$ cat config.mk
export PLATFORM = sky130hd
export DESIGN_NAME = layer_scan_sequencer
export DESIGN_NICKNAME = d
export VERILOG_FILES = /design/src/rtl/cube_pkg.sv /design/src/rtl/col_shifter.sv /design/src/rtl/layer_scan_sequencer.sv
export SDC_FILE = /design/constraint.sdc
export NUM_CORES = 1
export LEC_CHECK = 0
export ABC_AREA = 1
export ABC_CLOCK_PERIOD_IN_PS = 1450
export BUFFER_PORTS_ARGS = -buffer_cell sky130_fd_sc_hd__buf_2
export CAP_MARGIN = 20
export CORE_ASPECT_RATIO = 1.75
export CORE_MARGIN = 2
export CORE_UTILIZATION = 50
export CTS_BUF_LIST = sky130_fd_sc_hd__clkbuf_4 sky130_fd_sc_hd__clkbuf_8
export CTS_CLUSTER_SIZE = 28
export DETAILED_ROUTE_END_ITERATION = 16
export PLACE_DENSITY = 0.77
export SLEW_MARGIN = 5
export SYNTH_ARGS = -nofsm -noshare
export SYNTH_HDL_FRONTEND = slang
export SYNTH_HIERARCHICAL = 1
export SYNTH_SLANG_ARGS = --single-unit
$ cat constraint.sdc
create_clock -name clk -period 1.45 [get_ports clk]
set_input_delay 0.0725 -clock clk [delete_from_list [all_inputs] [get_ports clk]]
set_output_delay 0.0725 -clock clk [all_outputs]
set_load 0.01 [all_outputs]
$ cat src/rtl/cube_pkg.sv
// Shared state encoding and default sizes for the layer scan sequencer.
// S_BLANK exists only when GHOST_BLANK_EN is defined.
package cube_pkg;
  localparam int COLS_DEF   = 64;
  localparam int LAYERS_DEF = 8;
  localparam int LAYER_W    = $clog2(LAYERS_DEF);

  typedef enum logic [3:0] {
    S_IDLE     = 4'd0,
    S_FETCH    = 4'd1,
    S_CAPTURE  = 4'd2,
    S_SHIFT    = 4'd3,
    S_WAIT_ACT = 4'd4,
    S_LATCH    = 4'd5,
    S_START    = 4'd6,
    S_ARM      = 4'd7
`ifdef GHOST_BLANK_EN
    , S_BLANK  = 4'd8
`endif
  } scan_state_t;
endpackage

$ cat src/rtl/col_shifter.sv
// Parallel-load serializer: shifts COLS bits MSB first, SCLK_DIV clk cycles per
// ser_clk half-period; data changes only on the falling edge of ser_clk.
module col_shifter #(
  parameter int COLS     = 64,
  parameter int SCLK_DIV = 2
) (
  input  logic            clk,
  input  logic            rst_n,
  input  logic            load,
  input  logic [COLS-1:0] data,
  output logic            busy,
  output logic            done,
  output logic            ser_data,
  output logic            ser_clk
);
  localparam int DW = (SCLK_DIV > 1) ? $clog2(SCLK_DIV) : 1;
  localparam int BW = $clog2(COLS + 1);

  logic [COLS-1:0] sreg;
  logic [DW-1:0]   div_cnt;
  logic [BW-1:0]   bit_cnt;
  logic            phase;
  logic            tick;

  assign tick     = (div_cnt == '0);
  // Last cycle of the high half of the final bit.
  assign done     = busy && tick && phase && (bit_cnt == BW'(1));
  assign ser_data = busy & sreg[COLS-1];
  assign ser_clk  = busy & phase;

  always_ff @(posedge clk) begin
    if (!rst_n) begin
      sreg    <= '0;
      div_cnt <= '0;
      bit_cnt <= '0;
      phase   <= 1'b0;
      busy    <= 1'b0;
    end else if (load) begin
      sreg    <= data;
      div_cnt <= DW'(SCLK_DIV - 1);
      bit_cnt <= BW'(COLS);
      phase   <= 1'b0;
      busy    <= 1'b1;
    end else if (busy) begin
      if (tick) begin
        div_cnt <= DW'(SCLK_DIV - 1);
        phase   <= ~phase;
        if (phase) begin
          sreg    <= sreg << 1;
          bit_cnt <= bit_cnt - 1'b1;
          if (bit_cnt == BW'(1)) busy <= 1'b0;
        end
      end else begin
        div_cnt <= div_cnt - 1'b1;
      end
    end
  end
endmodule

$ cat src/rtl/layer_scan_sequencer.sv
// Layer scan sequencer: fetch, serialize, latch and start each layer in turn.
// Optional dark interval before latch when GHOST_BLANK_EN is defined.
//
//  state    | meaning
//  IDLE     | not scanning, waits for enable
//  FETCH    | frame-buffer read strobe for current layer
//  CAPTURE  | load read data into the column shifter
//  SHIFT    | serial shift of COLS bits
//  WAIT_ACT | wait for activator done
//  BLANK    | dark cycles before latch (GHOST_BLANK_EN only)
//  LATCH    | ser_latch pulse
//  START    | act_start pulse, frame_done on last layer
//  ARM      | masks act_done, advances layer
module layer_scan_sequencer
  import cube_pkg::*;
#(
  parameter int COLS         = COLS_DEF,
  parameter int LAYERS       = LAYERS_DEF,
  parameter int SCLK_DIV     = 2,
  parameter int BLANK_CYCLES = 16
) (
  input  logic                      clk,
  input  logic                      rst_n,
  input  logic                      enable,
  output logic                      fb_rd_en,
  output logic [$clog2(LAYERS)-1:0] fb_rd_addr,
  input  logic [COLS-1:0]           fb_rd_data,
  output logic                      ser_data,
  output logic                      ser_clk,
  output logic                      ser_latch,
  output logic                      act_start,
  output logic [$clog2(LAYERS)-1:0] act_layer,
  input  logic                      act_done,
  output logic                      frame_done
);
  localparam int            LW   = $clog2(LAYERS);
  localparam logic [LW-1:0] LAST = LW'(LAYERS - 1);

  scan_state_t   state, state_nxt;
  logic [LW-1:0] layer;
  logic          sh_load, sh_busy, sh_done;

`ifdef GHOST_BLANK_EN
  localparam int BCW = $clog2(BLANK_CYCLES + 1);
  logic [BCW-1:0] blank_cnt;
`endif

  col_shifter #(
    .COLS     (COLS),
    .SCLK_DIV (SCLK_DIV)
  ) u_col_shifter (
    .clk      (clk),
    .rst_n    (rst_n),
    .load     (sh_load),
    .data     (fb_rd_data),
    .busy     (sh_busy),
    .done     (sh_done),
    .ser_data (ser_data),
    .ser_clk  (ser_clk)
  );

  assign sh_load    = (state == S_CAPTURE);
  assign fb_rd_en   = (state == S_FETCH);
  assign fb_rd_addr = fb_rd_en ? layer : '0;
  assign ser_latch  = (state == S_LATCH);
  assign act_start  = (state == S_START);
  assign frame_done = act_start && (layer == LAST);

  always_comb begin
    state_nxt = state;
    case (state)
      S_IDLE:     if (enable) state_nxt = S_FETCH;
      S_FETCH:    state_nxt = S_CAPTURE;
      S_CAPTURE:  state_nxt = S_SHIFT;
      S_SHIFT:    if (sh_done || !sh_busy) state_nxt = S_WAIT_ACT;
`ifdef GHOST_BLANK_EN
      S_WAIT_ACT: if (act_done) state_nxt = S_BLANK;
      S_BLANK:    if (blank_cnt <= BCW'(1)) state_nxt = S_LATCH;
`else
      S_WAIT_ACT: if (act_done) state_nxt = S_LATCH;
`endif
      S_LATCH:    state_nxt = S_START;
      S_START:    state_nxt = S_ARM;
      S_ARM:      state_nxt = enable ? S_FETCH : S_IDLE;
      default:    state_nxt = S_IDLE;
    endcase
  end

  always_ff @(posedge clk) begin
    if (!rst_n) begin
      state     <= S_IDLE;
      layer     <= '0;
      act_layer <= '0;
    end else begin
      state <= state_nxt;
      // Loaded one cycle early so act_layer is already valid alongside act_start.
      if (state == S_LATCH) act_layer <= layer;
      if (state == S_ARM) layer <= (layer == LAST) ? '0 : layer + 1'b1;
    end
  end

`ifdef GHOST_BLANK_EN
  always_ff @(posedge clk) begin
    if (!rst_n) begin
      blank_cnt <= '0;
    end else if (state == S_WAIT_ACT && act_done) begin
      blank_cnt <= BCW'(BLANK_CYCLES);
    end else if (state == S_BLANK && blank_cnt != '0) begin
      blank_cnt <= blank_cnt - 1'b1;
    end
  end
`endif
endmodule

==> impl_results.md, run 1 <==
* Syn Area/Cell at 7.199 µm²
* PwrDens at approximately 1000 mW/mm²
* Site row count at 41
* EDFF count, synth at 0
* Synth top area share at a little under half
* Core area at 0.007182 mm²
* Top-count cell post-synth: nand2_1
* Syn_nets at roughly 580
* Worst setup SP type: flop
* Worst EP required at 1690 ps
* Synthesis-to-layout area growth at 39.99%
* Post-route setup slack at 6.970 ps
* Grt total ovfl at 0
* Relative slew slack at 76.58%
* TritonCTS sink count at 83
* Async S/R FF share, synth at 0%
* Buf/Inv on CP at 4
* Yosys warning total at 6
* Initial cell density of the core at between 50% and 60%
* Synth top cells by count: nand2_1, dfxtp_1, nand3_1
* CP Launch Point: state[2]$_SDFFE_PN0P_
* Final period util at between 90% and 100%
* Wirelength per Cell at around 15 µm
* Total Wirelength at 10920 µm
* # Max-Cap Violations at 0
* Final #Nets at 717
* Tightest Pin Transition at about 350 ps
* Crit end category: flop
* Syn Inst Count at 512
* Clock slew at reported path FFs at 80 ps
* Hold path start: fb_rd_data[61]
* Worst IR Drop VDD at 0.6788 mV
* Crit Path Max Fanout at 20
* Later-pin clock latency in the skew report at 360 ps
* Tmin final at between 1000 and 1500 ps
* Remaining DRCs at 0
* Place WS at 8.327 ps
* Initial drt markers at 280
* Vias at 4035
* P_leak at between 2 and 2.5 nW
* Synth Register Bits at 83
* Core Util, Final at 71.85%
* Die Width at 68.91 µm
* Post-synthesis cell area at 0.003686 mm²
* Die H at 117.6 µm
* I/O Buffers at 79
* Setup TNS at 0 ps
* Clk_skew at about 8.4 ps
* CTS tree: yes
* GRT Total Usage at about a quarter
* Num CTS Buffers at 9
* Synth top area cells: dfxtp_1, nand2_1, a31oi_1
* CP dominant cell by count: inv_4
* Initial antenna violation count at 0
* Root Buffer: clkbuf_8
* Top FF cell, synth: dfxtp_1
* Fill count at 536
* Crit Reg-Reg Startpoint: state[2]$_SDFFE_PN0P_
* Status: completed
* Max incr delay on CP at 340 ps
* Largest area contributor in the netlist: dfxtp_1
* Share of cells above drive strength 1 at approximately a quarter
* Post-Layout Cell Count at 735
* CP arrival at 1680 ps
* Yosys cell types at 25
* RSZ-0062 raised after global routing: yes
* Fin. max-slew vios at 0
* Max Freq at a little under 700 MHz
* HPWL Detailed at between 6000 and 7000 µm
* Routed Antenna Nets at 0
* CP top delay family: simple AND/OR/NAND/NOR gates
* Critical Path, Cell by Cell: inv_2 -> nand2_2 -> nor2_4 -> inv_4 -> nand2_4 -> inv_4 -> clkbuf_16 -> nand2_1 -> a31oi_1
* First-pass GRT wire length at 16170 µm
* Dpl cells at 657
* Vias in the first global route at 3733
* CP Class: flop to flop
* Die ar. at around 0.008 mm²
* Vias per cell at roughly 5.5
* Drt pass-1 iters at 6
* Seq/Total Area, Yosys at 45.08%
* Final hold vios at 0
* HP Class: input pin to flop
* I/O pin total at 80
* Diodes inserted at 0
* Slowest cell on crit path: dfxtp_2
* Clock buffer depth at 2
* Final Setup Violations at 0
* H-tree Lvls at 3
* Gpl congestion at 0.8857
* Largest net degree at the start of global routing at between 40 and 50
[layout by cell type, fill, tap and decap left out, types with 10 or more instances in the layout]
| cell | Yosys | layout |
|---|---|---|
| a21oi_1 | 14 | 14 |
| a31oi_1 | 60 | 60 |
| buf_2 | 12 | 79 |
| buf_4 | 2 | 12 |
| clkbuf_8 | 0 | 11 |
| dfxtp_1 | 83 | 77 |
| dlygate4sd3_1 | 0 | 53 |
| inv_1 | 27 | 23 |
| nand2_1 | 156 | 154 |
| nand3_1 | 69 | 68 |
| nor2_1 | 32 | 27 |
| o21ai_0 | 10 | 10 |
[logic make-up after synthesis]
group	Yosys count	share of synthesized area [%]
DFF	83	45.08
and+or+nand+nor	269	31.33
AOI/OAI and AO/OA	88	14.05
buffers and inverters	68	8.180
adders and majority gates	4	1.358
[power breakdown]
group          internal, W  switching (W)
combinational     0.000496       0.000601
sequential         0.00245       0.000111
clock             0.000918       0.000807
total              0.00386        0.00152
[stage by stage]
| stage | cell area [µm²] | power [W] | hold WS, ps |
|---|---|---|---|
| 2_1_floorplan | 3687 | 0.003136 | 170.1 |
| 3_3_place_gp | 4174 | 0.003401 | 334.1 |
| 3_5_place_dp | 4174 | 0.003426 | 344.1 |
| 4_1_cts | 4918 | 0.005232 | 1.293 |
| 5_1_grt | 5160 | 0.005621 | 4.488 |
| 6_report | 5160 | 0.005379 | 10.56 |
[final cells by class]
type                            instances  area (µm²)  area share (%)
Sequential cell                        83        1672           32.40
Timing Repair Buffer                  158        1245           24.13
Clock inverter                          2       35.03          0.6790
Multi-Input combinational cell        361        1808           35.04
Tap cell                               86       107.6           2.085
Inverter                               32       126.4           2.449
Clock buffer                           13       166.4           3.225
[state kept, by name, indices dropped and copies added, names as in the netlist]
signal	cells
act_layer	3
layer	3
state	3
u_col_shifter/bit_cnt	7
u_col_shifter/busy	1
u_col_shifter/div_cnt	1
u_col_shifter/phase	1
u_col_shifter/sreg	64
[worst register-to-register path: stages, from the launching register on]
cell and delay [ps]:
dfxtp_2 340, inv_2 70, nand2_2 70, nor2_4 220, inv_4 80, nand2_4 120, inv_4 70, clkbuf_16 190
nand2_1 70, a31oi_1 90
[path summary, 6_finish.rpt]
check	to	slack (ps)	cells after the start
min reg2reg	act_layer[0]$_SDFFE_PN0P_	470	2
max	u_col_shifter/sreg[3]$_SDFFE_PN0P_	7	9
max reg2reg	u_col_shifter/sreg[3]$_SDFFE_PN0P_	7	9
min	u_col_shifter/sreg[61]$_SDFFE_PN0P_	10	3
[per-layer routing]
| layer | GRT usage (%) | wire length [µm] | vias up |
|---|---|---|---|
| li1 | - | - | 1982 |
| met5 | 0 | 0 | - |
| met1 | 29.39 | 4166 | 1875 |
| met4 | 10.05 | 262 | 0 |
| met2 | 44.53 | 5897 | 156 |
| met3 | 5.545 | 595 | 22 |
[repair_timing]
| item | 4_1_cts | 5_1_grt |
|---|---|---|
| setup buffers | 0 | 6 |
| setup endpoints to repair | 4 | 71 |
| pin swaps | 0 | 10 |
| gates resized for setup | 4 | 32 |
| hold endpoints to repair | 53 | 0 |
| cloned | 0 | 4 |
| hold buffers | 53 | 0 |
No activity file was read; power rests on OpenSTA's default activity.
==> inputs of run 2 (changes only) <==
--- a/config.mk
+++ b/config.mk
@@ -5,7 +5,6 @@
 export SDC_FILE = /design/constraint.sdc
 export NUM_CORES = 1
 export LEC_CHECK = 0
-export ABC_AREA = 1
 export ABC_CLOCK_PERIOD_IN_PS = 1450
 export BUFFER_PORTS_ARGS = -buffer_cell sky130_fd_sc_hd__buf_2
 export CAP_MARGIN = 20
==> impl_results.md, run 2 <==
* Final Setup Violations at 5 (was 0)
* Vias per cell at 5.475 (was 5.490)
* Routed Antenna Nets at 0 (unchanged)
* Clk_skew at 10.39 ps (was 8.417 ps)
* Final hold vios at 0 (unchanged)
* Async S/R FF share, synth at 0% (unchanged)
* Place WS at -72.44 ps (was 8.327 ps)
* HP Class: input pin to flop (unchanged)
* Grt total ovfl at 0 (unchanged)
* Hold Path Depth at 3 (unchanged)
* Area of the multi-input gates at 0.001858 mm² (was 0.001808 mm²)
* HPWL Detailed at 5258 µm (was 6266 µm)
* Hold path start: fb_rd_data[8] (was fb_rd_data[61])
* Synth top area cells: dfxtp_1, nand2_1, a31oi_1 (unchanged)
* EDFF count, synth at 0 (unchanged)
* Worst setup SP type: flop (unchanged)
* Post-synthesis cell area at 0.003622 mm² (was 0.003686 mm²)
* I/O Buffers at 79 (unchanged)
* Synthesis-to-layout area growth at 26.77% (was 39.99%)
* Max Freq at 652.0 MHz (was 693.0 MHz)
* Hold EP: u_col_shifter/sreg[8]$_SDFFE_PN0P_ (was u_col_shifter/sreg[61]$_SDFFE_PN0P_)
* RSZ-0062 raised after global routing: yes (unchanged)
* Seq/Total Area, Yosys at 45.87% (was 45.08%)
* Top flop regs: u_col_shifter/sreg (64), u_col_shifter/bit_cnt (7) (unchanged)
* Tightest Pin Transition at 288.9 ps (was 350.0 ps)
* Crit Reg-Reg Startpoint: u_col_shifter/bit_cnt[0]$_SDFFE_PP0P_ (was state[2]$_SDFFE_PN0P_)
* Final instance area at 0.004592 mm² (was 0.005160 mm²)
* H-tree Lvls at 3 (unchanged)
* Area after DPL at 0.004189 mm² (was 0.004174 mm²)
* TritonCTS sink count at 83 (unchanged)
* Vias in the first global route at 3025 (was 3733)
* Yosys warning total at 6 (unchanged)
* Num CTS Buffers at 9 (unchanged)
* Remaining DRCs at 0 (unchanged)
* Top FF cell, synth: dfxtp_1 (unchanged)
* Failing checks: setup timing
* Gpl congestion at 0.7515 (was 0.8857)
* Share of cells above drive strength 1 at 28.57% (was 23.88%)
* Fill count at 620 (was 536)
* Syn_nets at 531 (was 584)
* Syn Inst Count at 459 (was 512)
* Internal power at 0.003565 W (was 0.003860 W)
* Crit Path Max Fanout at 2 (was 20)
* Diodes inserted at 0 (unchanged)
* CTS tree: yes (unchanged)
* Reg with most FFs: u_col_shifter/sreg (unchanged)
* Initial drt markers at 235 (was 280)
* Root Buffer: clkbuf_8 (unchanged)
* Relative slew slack at 80.57% (was 76.58%)
* Fin Hold WS at 9.424 ps (was 10.56 ps)
* Worst R2R Setup Slack at -80 ps (was 7 ps)
* Tmin final at 1534 ps (was 1443 ps)
* Switching portion of total power at 27.38% (was 28.24%)
* Initial cell density of the core at 50.80% (was 51.32%)
* Vias at 3460 (was 4035)
* Final period util at 105.8% (was 99.52%)
* Synth top cells by count: nand2_1, dfxtp_1, a31oi_1, o21ai_0, clkbuf_1 (was nand2_1, dfxtp_1, nand3_1)
* Largest area contributor in the netlist: dfxtp_1 (unchanged)
* CP arrival at 1830 ps (was 1680 ps)
* # Max-Cap Violations at 0 (unchanged)
* Share of power burned in registers at 54.3% (was 47.5%)
* Comb power frac at 15.6% (was 20.4%)
* Worst Reg-to-Reg Cells at 7 (was 9)
* Most common cell after layout, fill and taps aside: nand2_1 (unchanged)
* Worst IR Drop VDD at 0.6455 mV (was 0.6788 mV)
* Clk pwr share at 30.2% (was 32.0%)
* Core area at 0.007131 mm² (was 0.007182 mm²)
* Die ar. at 0.007968 mm² (was 0.008102 mm²)
* Post-route setup slack at -83.82 ps (was 6.970 ps)
* Slowest cell on crit path: or3b_4 (was dfxtp_2)
* Syn Area/Cell at 7.892 µm² (was 7.199 µm²)
* Critical Path, Cell by Cell: buf_6 -> ha_4 -> nor4bb_4 -> and3_4 -> or3b_4 -> nand3_2 -> o211a_1 (was inv_2 -> nand2_2 -> nor2_4 -> inv_4 -> nand2_4 -> inv_4 -> clkbuf_16 -> nand2_1 -> a31oi_1)
* CP Class: flop to flop (unchanged)
* Worst EP required at 1750 ps (was 1690 ps)
* Top-count cell post-synth: nand2_1 (unchanged)
* Initial antenna violation count at 0 (unchanged)
* Crit end category: flop (unchanged)
* Register Area at 0.001674 mm² (was 0.001672 mm²)
* Yosys cell types at 44 (was 25)
* Final #Nets at 614 (was 717)
* Clock buffer depth at 2 (unchanged)
* PwrDens at 1069 mW/mm² (was 1043 mW/mm²)
* Wirelength per Cell at 13.16 µm (was 14.86 µm)
* CP Launch Point: u_col_shifter/bit_cnt[0]$_SDFFE_PP0P_ (was state[2]$_SDFFE_PN0P_)
* Die Width at 68.34 µm (was 68.91 µm)
* Later-pin clock latency in the skew report at 360 ps (about the same)
* Most frequent cells in the layout: nand2_1, buf_2, dfxtp_1 (unchanged)
* Drt pass-1 iters at 5 (was 6)
* Largest register FFs at 64 (unchanged)
* Max incr delay on CP at 370 ps (was 340 ps)
* Synth top area share at 45.87% (was 45.08%)
* Die H at 116.6 µm (was 117.6 µm)
* Site row count at 41 (unchanged)
* Critical R2R Capture: state[0]$_SDFFE_PN0P_ (was u_col_shifter/sreg[3]$_SDFFE_PN0P_)
* Clock slew at reported path FFs at 80 ps (about the same)
* Total Wirelength at 8316 µm (was 10920 µm)
* I/O pin total at 80 (unchanged)
* Synth Register Bits at 83 (unchanged)
* Fin. max-slew vios at 0 (unchanged)
* Overall Power at 0.004909 W (was 0.005379 W)
* Largest net degree at the start of global routing at 78 (was 42)
* Status: complete, but fails checks (was completed)
* First-pass GRT wire length at 13060 µm (was 16170 µm)
* P_leak at 1.782 nW (was 2.021 nW)
* GRT Total Usage at 21.39% (was 25.70%)
* NetSw at 0.001344 W (was 0.001519 W)
run 2: cell count changes after synthesis, moves of 4 or more:
cell	before	now
a21oi_1	14	4
a31oi_1	60	65
mux2i_1	0	6
and2_1	0	6
clkbuf_1	18	22
nand2_1	156	134
inv_1	27	5
nor2_1	32	4
o21ai_0	10	65
nand3_1	69	1
nor2b_1	0	7
run 2: routing by layer:
layer  vias to the layer above  global-route usage (%)  share of wire, %
li1                       1756                       -                 -
met1                      1601                   25.55                43
met2                        92                   35.99                52
met3                        11                   4.913               3.8
met4                         0                   9.067               1.6
met5                         -                       0                 0
run 2: area by class of cell:
| cell class | instances | share of cell area, % |
|---|---|---|
| flip-flops and latches | 83 | 36.46 |
| clock buffers | 11 | 3.161 |
| inverters | 6 | 0.5722 |
| repair buffers | 112 | 16.40 |
| well taps | 86 | 2.343 |
| multi-input cells | 330 | 40.46 |
| clock inverters | 4 | 0.5995 |
run 2: metrics by stage:
stage                     TNS, ps  instances  util, %
after detailed placement   -187.8        605    58.75
after CTS                  -267.1        627    62.94
after global placement     -41.37        605    58.75
after global routing        -1466        632    64.40
after floorplan             -1069        459        -
final                      -268.7        632    64.40
run 2: power groups by stage:
stage	clock network, W	registers, W	logic [W]
2_1_floorplan	0	0.00266	0.000497
3_3_place_gp	0	0.00269	0.000688
3_5_place_dp	0	0.00270	0.000710
4_1_cts	0.00151	0.00266	0.000739
5_1_grt	0.00161	0.00269	0.000868
6_report	0.00148	0.00266	0.000765
run 2: worst max path at each step:
| stage | end | slack (ps) | cells past startpoint |
|---|---|---|---|
| after floorplan | u_col_shifter/sreg[10]$_SDFFE_PN0P_ | -40 | 7 |
| after detailed placement | state[2]$_SDFFE_PN0P_ | -70 | 7 |
| after CTS | state[0]$_SDFFE_PN0P_ | -60 | 7 |
| final | state[0]$_SDFFE_PN0P_ | -80 | 7 |
| after global placement | state[2]$_SDFFE_PN0P_ | -30 | 7 |
| after global routing | state[2]$_SDFFE_PN0P_ | -160 | 7 |
run 2: kinds of logic after synthesis:
group / Yosys count / share of synthesized area (%)
buf+inv: 46 / 5.699
simple gates: 172 / 21.45
compound gates: 146 / 23.45
xor+xnor: 2 / 0.4837
fa+ha+maj: 4 / 1.382
flops: 83 / 45.87
mux: 6 / 1.658
run 2: timing repair:
action	CTS	global route
hold buffers	5	0
gates resized for setup	15	20
setup buffers	2	5
setup endpoints to repair	12	39
hold endpoints to repair	5	0
pin swaps	8	12
run 2: critical path, delay by kind of cell, from the launching register on:
family | cells | cell delay [ps]
simple gates | 4 | 750
flops | 1 | 330
fa+ha+maj | 1 | 150
compound gates | 1 | 140
buf+inv | 1 | 120
